## src/rtl/mem_access_unit_pkg.sv

```systemverilog
// mem_access_unit_pkg
//   Shared definitions for the memory access unit.
//   Contents:
//     - LdStCtrl encodings
//     - FSM state encodings
//     - resp_err codes
//     - default timeout
//     - request latch struct
//     - misalignment / store-class helpers
package mem_access_unit_pkg;

   localparam logic [2:0] LDST_LB  = 3'd0;
   localparam logic [2:0] LDST_LH  = 3'd1;
   localparam logic [2:0] LDST_LW  = 3'd2;
   localparam logic [2:0] LDST_LBU = 3'd3;
   localparam logic [2:0] LDST_LHU = 3'd4;
   localparam logic [2:0] LDST_SB  = 3'd5;
   localparam logic [2:0] LDST_SH  = 3'd6;
   localparam logic [2:0] LDST_SW  = 3'd7;

   typedef enum logic [1:0] {
      ST_IDLE   = 2'd0,
      ST_REQ    = 2'd1,
      ST_WAIT_R = 2'd2,
      ST_RESP   = 2'd3
   } state_t;

   localparam logic [1:0] ERR_OK       = 2'b00;
   localparam logic [1:0] ERR_MISALIGN = 2'b01;
   localparam logic [1:0] ERR_TIMEOUT  = 2'b10;

   localparam int TIMEOUT_DEFAULT = 255;

   // Request fields captured at accept; the address is kept separately
   // because its width is a parameter of the top.
   typedef struct packed {
      logic [2:0]  ctrl;
      logic [4:0]  rd;
      logic [3:0]  we;
      logic [31:0] sdata;
   } req_t;

   function automatic logic is_store(input logic [2:0] ctrl);
      return (ctrl == LDST_SB) || (ctrl == LDST_SH) || (ctrl == LDST_SW);
   endfunction

   function automatic logic is_misaligned(input logic [2:0] ctrl, input logic [1:0] lo);
      case (ctrl)
         LDST_LH, LDST_LHU, LDST_SH: return lo[0];
         LDST_LW, LDST_SW:           return |lo;
         default:                    return 1'b0;
      endcase
   endfunction

endpackage

```

## src/rtl/mem_access_unit_load_align.sv

```systemverilog
// load_align
//   Combinational big-endian lane select and sign/zero extension of a
//   returned memory word.
//   Ports:
//     ld_st_ctrl  in   LdStCtrl of the latched request
//     addr_lo     in   latched addr[1:0]
//     rdata       in   raw memory word
//     data        out  extended load value (0 for stores)
module load_align
   import mem_access_unit_pkg::*;
(
   input  logic [2:0]  ld_st_ctrl,
   input  logic [1:0]  addr_lo,
   input  logic [31:0] rdata,
   output logic [31:0] data
);

   logic [7:0]  byte_v;
   logic [15:0] half_v;

   always_comb begin
      byte_v = 8'h00;
      // byte offset 0 is the most significant lane
      case (addr_lo)
         2'd0: byte_v = rdata[31:24];
         2'd1: byte_v = rdata[23:16];
         2'd2: byte_v = rdata[15:8];
         2'd3: byte_v = rdata[7:0];
         default: byte_v = 8'h00;
      endcase
   end

   assign half_v = addr_lo[1] ? rdata[15:0] : rdata[31:16];

   always_comb begin
      data = 32'h0;
      case (ld_st_ctrl)
         LDST_LB:  data = {{24{byte_v[7]}}, byte_v};
         LDST_LBU: data = {24'h0, byte_v};
         LDST_LH:  data = {{16{half_v[15]}}, half_v};
         LDST_LHU: data = {16'h0, half_v};
         LDST_LW:  data = rdata;
         default:  data = 32'h0;
      endcase
   end

endmodule

```

## src/rtl/mem_access_unit.sv

```systemverilog
// mem_access_unit
//   Memory-side consumer of load/store control. Runs one data-memory
//   transaction per accepted request and returns a writeback response.
//   Build option: MEM_TIMEOUT_EN adds a wait counter that aborts a
//   transaction after TIMEOUT_CYCLES cycles in REQ+WAIT_R (resp_err=10).
//   Ports:
//     clk, rst_n                  clock, async active-low reset
//     req_valid/req_ready         EX request handshake
//     ld_st_ctrl, addr, wdata,
//     rd_idx                      request payload
//     mem_req/mem_we/mem_addr/
//     mem_wdata                   memory request (held until mem_gnt)
//     mem_gnt, mem_rvalid,
//     mem_rdata                   memory grant / read return
//     resp_valid/resp_wen/resp_rd/
//     resp_data/resp_err          one-cycle writeback response
//     stall                       pipeline hold
module mem_access_unit
   import mem_access_unit_pkg::*;
#(
   parameter int TIMEOUT_CYCLES = TIMEOUT_DEFAULT,
   parameter int ADDR_W         = 32
) (
   input  logic              clk,
   input  logic              rst_n,
   input  logic              req_valid,
   output logic              req_ready,
   input  logic [2:0]        ld_st_ctrl,
   input  logic [ADDR_W-1:0] addr,
   input  logic [31:0]       wdata,
   input  logic [4:0]        rd_idx,
   output logic              mem_req,
   output logic [3:0]        mem_we,
   output logic [ADDR_W-1:0] mem_addr,
   output logic [31:0]       mem_wdata,
   input  logic              mem_gnt,
   input  logic              mem_rvalid,
   input  logic [31:0]       mem_rdata,
   output logic              resp_valid,
   output logic              resp_wen,
   output logic [4:0]        resp_rd,
   output logic [31:0]       resp_data,
   output logic [1:0]        resp_err,
   output logic              stall
);

   state_t            st_q, st_nxt;
   req_t              req_q;
   logic [ADDR_W-1:0] addr_q;
   logic [1:0]        err_q;
   logic [31:0]       ldata_q;

   logic [3:0]        st_we;
   logic [31:0]       st_data;
   logic              mis_in;
   logic [31:0]       align_data;
   logic              tmo;

   // store lane enables and replicated data, computed from the live request
   always_comb begin
      st_we   = 4'b0000;
      st_data = 32'h0;
      case (ld_st_ctrl)
         LDST_SB: begin
            st_we   = 4'b1000 >> addr[1:0];
            st_data = {4{wdata[7:0]}};
         end
         LDST_SH: begin
            st_we   = addr[1] ? 4'b0011 : 4'b1100;
            st_data = {2{wdata[15:0]}};
         end
         LDST_SW: begin
            st_we   = 4'b1111;
            st_data = wdata;
         end
         default: begin
            st_we   = 4'b0000;
            st_data = 32'h0;
         end
      endcase
   end

   assign mis_in = is_misaligned(ld_st_ctrl, addr[1:0]);

   load_align u_align (
      .ld_st_ctrl (req_q.ctrl),
      .addr_lo    (addr_q[1:0]),
      .rdata      (mem_rdata),
      .data       (align_data)
   );

`ifdef MEM_TIMEOUT_EN
   localparam int CNT_W = ($clog2(TIMEOUT_CYCLES + 1) > 8) ? $clog2(TIMEOUT_CYCLES + 1) : 8;
   logic [CNT_W-1:0] wait_cnt;

   // cleared in IDLE/RESP, so it is zero on every entry to REQ
   always_ff @(posedge clk or negedge rst_n) begin
      if (!rst_n)
         wait_cnt <= '0;
      else if (st_q == ST_REQ || st_q == ST_WAIT_R)
         wait_cnt <= wait_cnt + CNT_W'(1);
      else
         wait_cnt <= '0;
   end

   // asserted on the TIMEOUT_CYCLES-th wait cycle; a handshake in the same
   // cycle takes priority in the next-state logic
   assign tmo = (st_q == ST_REQ || st_q == ST_WAIT_R) &&
                (wait_cnt >= CNT_W'(TIMEOUT_CYCLES - 1));
`else
   logic unused_timeout;
   assign unused_timeout = (TIMEOUT_CYCLES != 0);
   assign tmo            = 1'b0;
`endif

   // state register
   always_ff @(posedge clk or negedge rst_n) begin
      if (!rst_n) st_q <= ST_IDLE;
      else        st_q <= st_nxt;
   end

   // next state
   always_comb begin
      st_nxt = st_q;
      case (st_q)
         ST_IDLE:
            if (req_valid) st_nxt = mis_in ? ST_RESP : ST_REQ;
         ST_REQ:
            if (mem_gnt)  st_nxt = is_store(req_q.ctrl) ? ST_RESP : ST_WAIT_R;
            else if (tmo) st_nxt = ST_RESP;
         ST_WAIT_R:
            if (mem_rvalid || tmo) st_nxt = ST_RESP;
         ST_RESP:
            st_nxt = ST_IDLE;
         default:
            st_nxt = ST_IDLE;
      endcase
   end

   // request latch, error code and load capture
   always_ff @(posedge clk or negedge rst_n) begin
      if (!rst_n) begin
         req_q   <= '0;
         addr_q  <= '0;
         err_q   <= ERR_OK;
         ldata_q <= '0;
      end else begin
         case (st_q)
            ST_IDLE:
               if (req_valid) begin
                  req_q.ctrl  <= ld_st_ctrl;
                  req_q.rd    <= rd_idx;
                  req_q.we    <= st_we;
                  req_q.sdata <= st_data;
                  addr_q      <= addr;
                  err_q       <= mis_in ? ERR_MISALIGN : ERR_OK;
               end
            ST_REQ:
               if (!mem_gnt && tmo) err_q <= ERR_TIMEOUT;
            ST_WAIT_R:
               if (mem_rvalid)  ldata_q <= align_data;
               else if (tmo)    err_q   <= ERR_TIMEOUT;
            default: ;
         endcase
      end
   end

   // outputs: decoded from state and latched registers only
   always_comb begin
      req_ready  = (st_q == ST_IDLE);
      stall      = (st_q != ST_IDLE) || req_valid;

      mem_req    = (st_q == ST_REQ);
      mem_we     = mem_req ? req_q.we    : 4'b0000;
      mem_addr   = mem_req ? {addr_q[ADDR_W-1:2], 2'b00} : '0;
      mem_wdata  = mem_req ? req_q.sdata : 32'h0;

      resp_valid = (st_q == ST_RESP);
      resp_wen   = resp_valid && !is_store(req_q.ctrl) && (err_q == ERR_OK);
      resp_rd    = resp_valid ? req_q.rd : 5'd0;
      resp_data  = resp_wen   ? ldata_q  : 32'h0;
      resp_err   = resp_valid ? err_q    : ERR_OK;
   end

endmodule

```

## config.mk

```make
export PLATFORM = sky130hd
export DESIGN_NAME = mem_access_unit
export DESIGN_NICKNAME = d
export VERILOG_FILES = /design/src/rtl/mem_access_unit_pkg.sv /design/src/rtl/mem_access_unit_load_align.sv /design/src/rtl/mem_access_unit.sv
export SDC_FILE = /design/constraint.sdc
export NUM_CORES = 1
export LEC_CHECK = 0
export ABC_CLOCK_PERIOD_IN_PS = 4000
export CAP_MARGIN = 20
export CORE_UTILIZATION = 40
export DETAILED_ROUTE_END_ITERATION = 7
export PLACE_DENSITY_LB_ADDON = 0.05
export SLEW_MARGIN = 20
export SYNTH_ARGS = -nofsm -noshare
export SYNTH_HDL_FRONTEND = slang
export SYNTH_HIERARCHICAL = 1
export SYNTH_SLANG_ARGS = --single-unit
```

## constraint.sdc

```tcl
create_clock -name clk -period 4 [get_ports clk]
set_input_delay 1 -clock clk [delete_from_list [all_inputs] [get_ports clk]]
set_output_delay 1 -clock clk [all_outputs]
set_load 0.05 [all_outputs]
```

### Word level (Yosys, flattened, before mapping)

Index checks and enable logic that the tools add are counted.

| storage, ports and cells | value |
|---|---|
| output and inout bits | 112 |
| input bits | 109 |
| bits in registers | 112 |
| word-level logic and storage cells | 68 |

| operators by class | value |
|---|---|
| reductions and logical operators | 17 |
| mux-type cells | 20 |
| equality and inequality tests | 22 |
| shifts and indexed selects | 1 |

Operators by type and width:

| cell | count |
|---|---|
| one-hot mux 32 bit (5 select lines) | 1 |
| 2-to-1 mux 32 bit | 3 |
| one-hot mux 32 bit (3 select lines) | 1 |
| one-hot mux 8 bit (4 select lines) | 1 |
| equality test 3 bit (second input constant) | 8 |
| 2-to-1 mux 16 bit | 1 |
| one-hot mux 4 bit (3 select lines) | 1 |
| 2-to-1 mux 2 bit | 5 |
| equality test 3 x 2 -> 1 bit (second input constant) | 3 |
| equality test 2 bit (second input constant) | 4 |
| 2-to-1 mux 4 bit | 2 |
| one-hot mux 2 bit (4 select lines) | 1 |
| equality test 3 x 1 -> 1 bit (second input constant) | 2 |
| logical NOT 2 bit | 3 |
| 2-to-1 mux 5 bit | 1 |
| equality test 2 x 1 -> 1 bit (second input constant) | 2 |
| inequality test 2 bit (second input constant) | 2 |
| AND reduction 2 bit | 2 |
| OR reduction 2 bit | 2 |
| >> shifter 4 x 2 -> 4 bit (first input constant) | 1 |
| logical NOT 3 bit | 1 |
| logical OR 1 bit | 3 |
| AND reduction 3 bit | 1 |
| OR reduction 3 bit | 1 |
| 6 further kinds | 8 |

### Longest topological paths before layout

Gate-level depths: netlist of run 1.

| logic depth | value |
|---|---|
| depth after elaboration | 7 |
| mapped depth | 9 |
| gate-level depth less buffers | 6 |

### Cells and area by module

The synthesis of run 1 kept the hierarchy.

By module, submodules not included:

| module | sequential area each (um^2) | cells each | times used | area an instance (um^2) |
|---|---|---|---|---|
| mem_access_unit | 2777.7 | 477 | 1 | 5378.9 |
| load_align | 0.0 | 124 | 1 | 922.1 |

### Least setup slack after synthesis of run 1

No wires, ideal clock.

| timing | value |
|---|---|
| kind | register to output |
| from | register st_q[1] |
| to | output resp_data[22] |
| slack | 0.969 ns |
| data arrival time | 2.031 ns |
| data required time | 3.000 ns |
| cell stages (with the launch flop) | 5 |
| path buffers | 1 |
| cell sequence | dfrtp_1 > ha_1 > and3b_1 > buf_2 > and2_1 |

| between the ends | value |
|---|---|
| longest elaborated chain between the ends | 4 |

Ends and longest elaborated chain:

| what | line | RTL |
|---|---|---|
| start, declared | mem_access_unit.sv:47 | `state_t st_q, st_nxt;` |
| start signal, assigned | mem_access_unit.sv:119 | `else st_q <= st_nxt;` |
| equality test 2 bit | mem_access_unit.sv:178 | `resp_valid = (st_q == ST_RESP);` |
| net resp_valid | mem_access_unit.sv:39 | `output logic resp_valid,` |
| logical AND 1 bit (2 in series) | mem_access_unit.sv:179 | `resp_wen = resp_valid && !is_store(req_q.ctrl) && (err_q == ERR_OK);` |
| net resp_wen | mem_access_unit.sv:40 | `output logic resp_wen,` |
| 2-to-1 mux 32 bit | mem_access_unit.sv:181 | `resp_data = resp_wen ? ldata_q : 32'h0;` |
| end, declared | mem_access_unit.sv:42 | `output logic [31:0] resp_data,` |

The timed path passes the listed nets, and every way through them passes these cells.

### Worst setup path after layout of run 1

| timing | value |
|---|---|
| from | register st_q[1] |
| to | output mem_wdata[18] |

| between the ends | value |
|---|---|
| longest elaborated chain between the ends | 2 |

Ends and longest elaborated chain:

| what | line | RTL |
|---|---|---|
| equality test 2 x 1 -> 1 bit | mem_access_unit.sv:173 | `mem_req = (st_q == ST_REQ);` |
| 2-to-1 mux 32 bit | mem_access_unit.sv:176 | `mem_wdata = mem_req ? req_q.sdata : 32'h0;` |
| end, declared | mem_access_unit.sv:35 | `output logic [31:0] mem_wdata,` |

No other way between the ends.

==> out/metrics.sh, run 1 <==
RUN_STATUS='complete, no violations'
NNETSFINAL=907
MAX_SLEW.WORST_PIN.SLEW_NS=1.057
CTS-RESIZED-GATES=0
RSZ0062_AT_GRT='false'
PORT_BUFFERS=217
YOSYS.CELL_TYPES.COUNT=42
YOSYS.AREA_SHARE.SIMPLE_PCT=17.41
INITIAL_UTILIZATION_PCT=41.14
CLK_ROOT_BUFFER_CELL='sky130_fd_sc_hd__clkbuf_16'
SYNTHDOMINANTCELLAREASHARE_PCT=44.08
DIE_FOOTPRINT_UM2=16260
TIMING.CRITICAL_PATH.TO_TYPE='output pin'
CLOCK_SKEW_NS=0.005198
DRT-INITIAL-DRC-COUNT=304
SYNTH.MUX.AREA_FRACTION_PCT=20.29
SYNTH_SEQ_AREA_SHARE_PCT=44.08
NUM_ANTENNA_CELLS=0
CRITICAL_PATH_BUF_INV_COUNT=3
DRT-VIAS-PER-INSTANCE=5.152
GR-TOTAL-OVERFLOW=0
WIRE_LENGTH_OF_THE_FIRST_GLOBAL_ROUTING_PASS_MM=27.49
WL_PER_CELL_UM=17.32
CELL_BY_CELL_LISTING_OF_THE_CRITICAL_PATH='inv_1 -> ha_2 -> buf_12 -> and2_1 -> clkdlybuf4s50_1'
CLOCK.FMAX_MHz=274.7
INSERTION_DELAY_NS=0.35
MAXIMUM_NUMBER_OF_PINS_ON_ONE_NET_BEFORE_GLOBAL_ROUTE_REPAIR=80
HOLD_BUFFERS=0
DRV_CAP=0
CTS.REPAIR_TIMING.SETUP_BUFFER_COUNT=0
POST-SYNTH-TOP-AREA-CELL='sky130_fd_sc_hd__dfrtp_1'
FINALCRITPERIODSHARE_PCT=91.01
ROUTED_VIA_COUNT=5198
SYNTH_TOP_CELLS_BY_AREA='sky130_fd_sc_hd__dfrtp_1, sky130_fd_sc_hd__mux2_2, sky130_fd_sc_hd__and2_1, sky130_fd_sc_hd__nand2_1, sky130_fd_sc_hd__mux4_2'
CTS-BUFFERS-INSERTED=9
HOLD_VIOL=0
GROUTE.USAGE.OVERALL_PCT=21.83
DIE_WIDTH_UM=127.5
LARGEST_FAMILY_OF_LOGIC_CELLS_BY_SYNTHESIZED_AREA='multiplexers'
POWERDENSITY_nW_PER_UM2=758.8
CLK_PIN_SLEW_NS=0.08
AREAGROWTHSYNTHTOFINISH_PCT=40.95
CTS_SINKS=111
IO-PIN-COUNT=221
DRCVIOLATIONCOUNT=0
FINAL_ANTENNA_NET_COUNT=0
DRT_FIRST_PASS_ITERS=4
HTREE_NUM_LEVELS=3
REPORTED_LEAKAGE_POWER_nW=3.805
SYNTH.YOSYS.WARNINGS=6
TIMING.FINAL.SETUP_VIOLATIONS=0
GP_CONGESTION=0.8295
VIAS_IN_THE_FIRST_GLOBAL_ROUTE=5279
TIMING.CRITICAL_PATH.SLOWEST_CELL_DELAY_NS=0.83
SLEW_HEADROOM_PCT=29.29
DP_HPWL_MM=12.42
SYNTH_SEQ_CELLS=111
TIMING.CRITICAL_PATH.SLOWEST_STAGE_CELL='sky130_fd_sc_hd__clkdlybuf4s50_1'
PATH_DELAY_FAMILY='buffers and inverters'
HP-CLASS='reg2reg'
ROWS=45
ANTENNA_FOUND_INITIAL=0
FINALWORSTPATHREQUIREDPERIOD_NS=3.640
WORST_EP_ARRIVAL_TIME_NS=2.64
SYN_AREA_PER_CELL_UM2=10.48
CTS_TREE='built'
FILLCELLCOUNT=1337
SEQUENTIAL_CELL_AREA_UM2=2778
DIE_H_UM=127.5
SYNTH-ADDER-AREA-SHARE_PCT=0.9929
FINAL_CELL_MIX='sky130_fd_sc_hd__clkdlybuf4s50_1, sky130_fd_sc_hd__and2_1, sky130_fd_sc_hd__dfrtp_1'
MULTI_INPUT_COMB_AREA_UM2=3249
TIMING.CRITICAL_PATH.FROM_TYPE='register'
CP_CLASS='reg2out'
YOSYS.AREA_SHARE.XOR_XNOR_PCT=0
VDD_IR_DROP_MAX_mV=0.4438
SYNTHESIS.AREA_UM2=6301
FINAL_HOLD_SLACK_NS=0.4826
MAX-CLOCK-PATH-BUFFERS=2
CRIT_PATH_MAX_FANOUT=42
FINAL_REPORT_MAX_SLEW_VIOLATION_COUNT=0
LAYOUT_COMMONEST_CELL='sky130_fd_sc_hd__clkdlybuf4s50_1'
REQUIRED_TIME_AT_THE_WORST_SLACK_ENDPOINT_NS=3.00
POSTSYNTHCELLCOUNT=601
DRIVE_GT1_SHARE_PCT=15.29
WIRELENGTH_MM=17.47
SYNTH_COMPOUND_AREA_SHARE_PCT=12.53
SETUP_TOTAL_NEGATIVE_SLACK_NS=0
PLACEABLE_CORE_AREA_UM2=15310
where the power goes:
group	internal, mW	total [mW]	switching, mW
clock network	0.506	0.931	0.425
logic	1.61	3.87	2.26
registers	1.64	1.94	0.298
synth_stat cells:
master / n
sky130_fd_sc_hd__o41ai_1: 1
sky130_fd_sc_hd__o21ai_0: 10
sky130_fd_sc_hd__and2_0: 1
sky130_fd_sc_hd__or3b_2: 1
sky130_fd_sc_hd__nand2_1: 57
sky130_fd_sc_hd__a21oi_1: 32
sky130_fd_sc_hd__and2b_4: 1
sky130_fd_sc_hd__a22o_1: 11
sky130_fd_sc_hd__o311ai_1: 1
sky130_fd_sc_hd__o21ai_1: 31
sky130_fd_sc_hd__nand2b_1: 5
sky130_fd_sc_hd__buf_2: 17
sky130_fd_sc_hd__or2_2: 1
sky130_fd_sc_hd__buf_6: 7
sky130_fd_sc_hd__or2_1: 2
sky130_fd_sc_hd__mux2_2: 79
sky130_fd_sc_hd__o221a_2: 1
sky130_fd_sc_hd__mux2_1: 15
sky130_fd_sc_hd__o2111ai_1: 1
sky130_fd_sc_hd__conb_1: 1
sky130_fd_sc_hd__nor3_1: 1
sky130_fd_sc_hd__o32ai_1: 1
sky130_fd_sc_hd__buf_1: 1
sky130_fd_sc_hd__a31o_4: 1
sky130_fd_sc_hd__ha_1: 5
sky130_fd_sc_hd__mux4_2: 8
sky130_fd_sc_hd__a221o_1: 6
sky130_fd_sc_hd__nor2b_1: 5
sky130_fd_sc_hd__nand3b_1: 1
sky130_fd_sc_hd__nor2_1: 11
sky130_fd_sc_hd__a21boi_0: 1
sky130_fd_sc_hd__mux2i_1: 4
sky130_fd_sc_hd__o211ai_1: 7
sky130_fd_sc_hd__dfrtp_1: 111
sky130_fd_sc_hd__inv_1: 7
sky130_fd_sc_hd__and2_1: 112
sky130_fd_sc_hd__nand3_1: 1
sky130_fd_sc_hd__clkbuf_1: 18
sky130_fd_sc_hd__a32oi_1: 1
sky130_fd_sc_hd__a21o_1: 18
sky130_fd_sc_hd__buf_4: 4
sky130_fd_sc_hd__and3b_1: 2
area by class of cell:
type | instances | share of cell area (%)
clock buffers | 10 | 2.691
clock inverters | 6 | 0.7608
inverters | 7 | 0.2959
multi-input cells | 438 | 36.59
repair buffers | 226 | 25.42
flip-flops and latches | 111 | 31.28
well taps | 211 | 2.973
layer usage:
metal	vias up	global-route usage, %	part of all wire (%)	wire (um)
met5	-	0	0	0
li1	2459	-	-	-
met4	0	8.683	1.9	330
met3	24	4.481	6.4	1120
met1	2534	26.77	42	7296
met2	181	37.58	50	8726
worst register-to-register path, delay by kind of cell, from the launching register on:
kind / cells / cell delay [ns]
AOI/OAI and AO/OA: 3 / 0.99
DFF: 1 / 0.58
muxes: 1 / 0.16
and+or+nand+nor: 1 / 0.62
logic make-up after synthesis:
family,Yosys count
muxes,106
DFF,111
and+or+nand+nor,201
other,1
AOI/OAI and AO/OA,123
adders and majority gates,5
buffers and inverters,54
path summary, 6_finish.rpt:
check	startpoint	endpoint	slack (ns)	depth (start not counted)
setup / recovery	st_q[1]$_DFFE_PN0P_	mem_wdata[18]	0.36	5
hold / removal	req_q[31]$_DFFE_PN0P_	req_q[31]$_DFFE_PN0P_	0.48	2
setup reg to reg	req_q[42]$_DFFE_PN0P_	ldata_q[8]$_DFFE_PN0P_	1.60	5
hold reg to reg	req_q[31]$_DFFE_PN0P_	req_q[31]$_DFFE_PN0P_	0.48	2
max in group asynchronous	rst_n	req_q[31]$_DFFE_PN0P_	2.52	2
min in group asynchronous	rst_n	addr_q[3]$_DFFE_PN0P_	0.71	1
sequential cells by signal, summed over array words and instances (netlist names):
signal / count
st_q: 2
err_q: 1
ldata_q: 32
req_q: 44
addr_q: 32
per-stage QoR:
stage          instances  total power, mW  setup WS [ns]  area (um^2)  utilization (%)
2_1_floorplan        603            4.680         0.9693         6309                -
3_5_place_dp         993            5.853         0.4910         8574            55.99
4_1_cts             1009            6.819         0.3156         8881            57.99
6_report            1009            6.739         0.3597         8881            57.99
5_1_grt             1009            7.133         0.2016         8881            57.99
3_3_place_gp         993            5.757         0.5051         8574            55.99
(Power assumes the default switching activity.)
==> run 2, diff against run 1 <==
--- a/config.mk
+++ b/config.mk
@@ -8,6 +8,7 @@
 export ABC_CLOCK_PERIOD_IN_PS = 4000
 export CAP_MARGIN = 20
 export CORE_UTILIZATION = 40
+export CTS_CLUSTER_SIZE = 10
 export DETAILED_ROUTE_END_ITERATION = 7
 export PLACE_DENSITY_LB_ADDON = 0.05
 export SLEW_MARGIN = 20
==> results of run 2 <==
Final layout, timing and power as in run 1 (identical DEF).
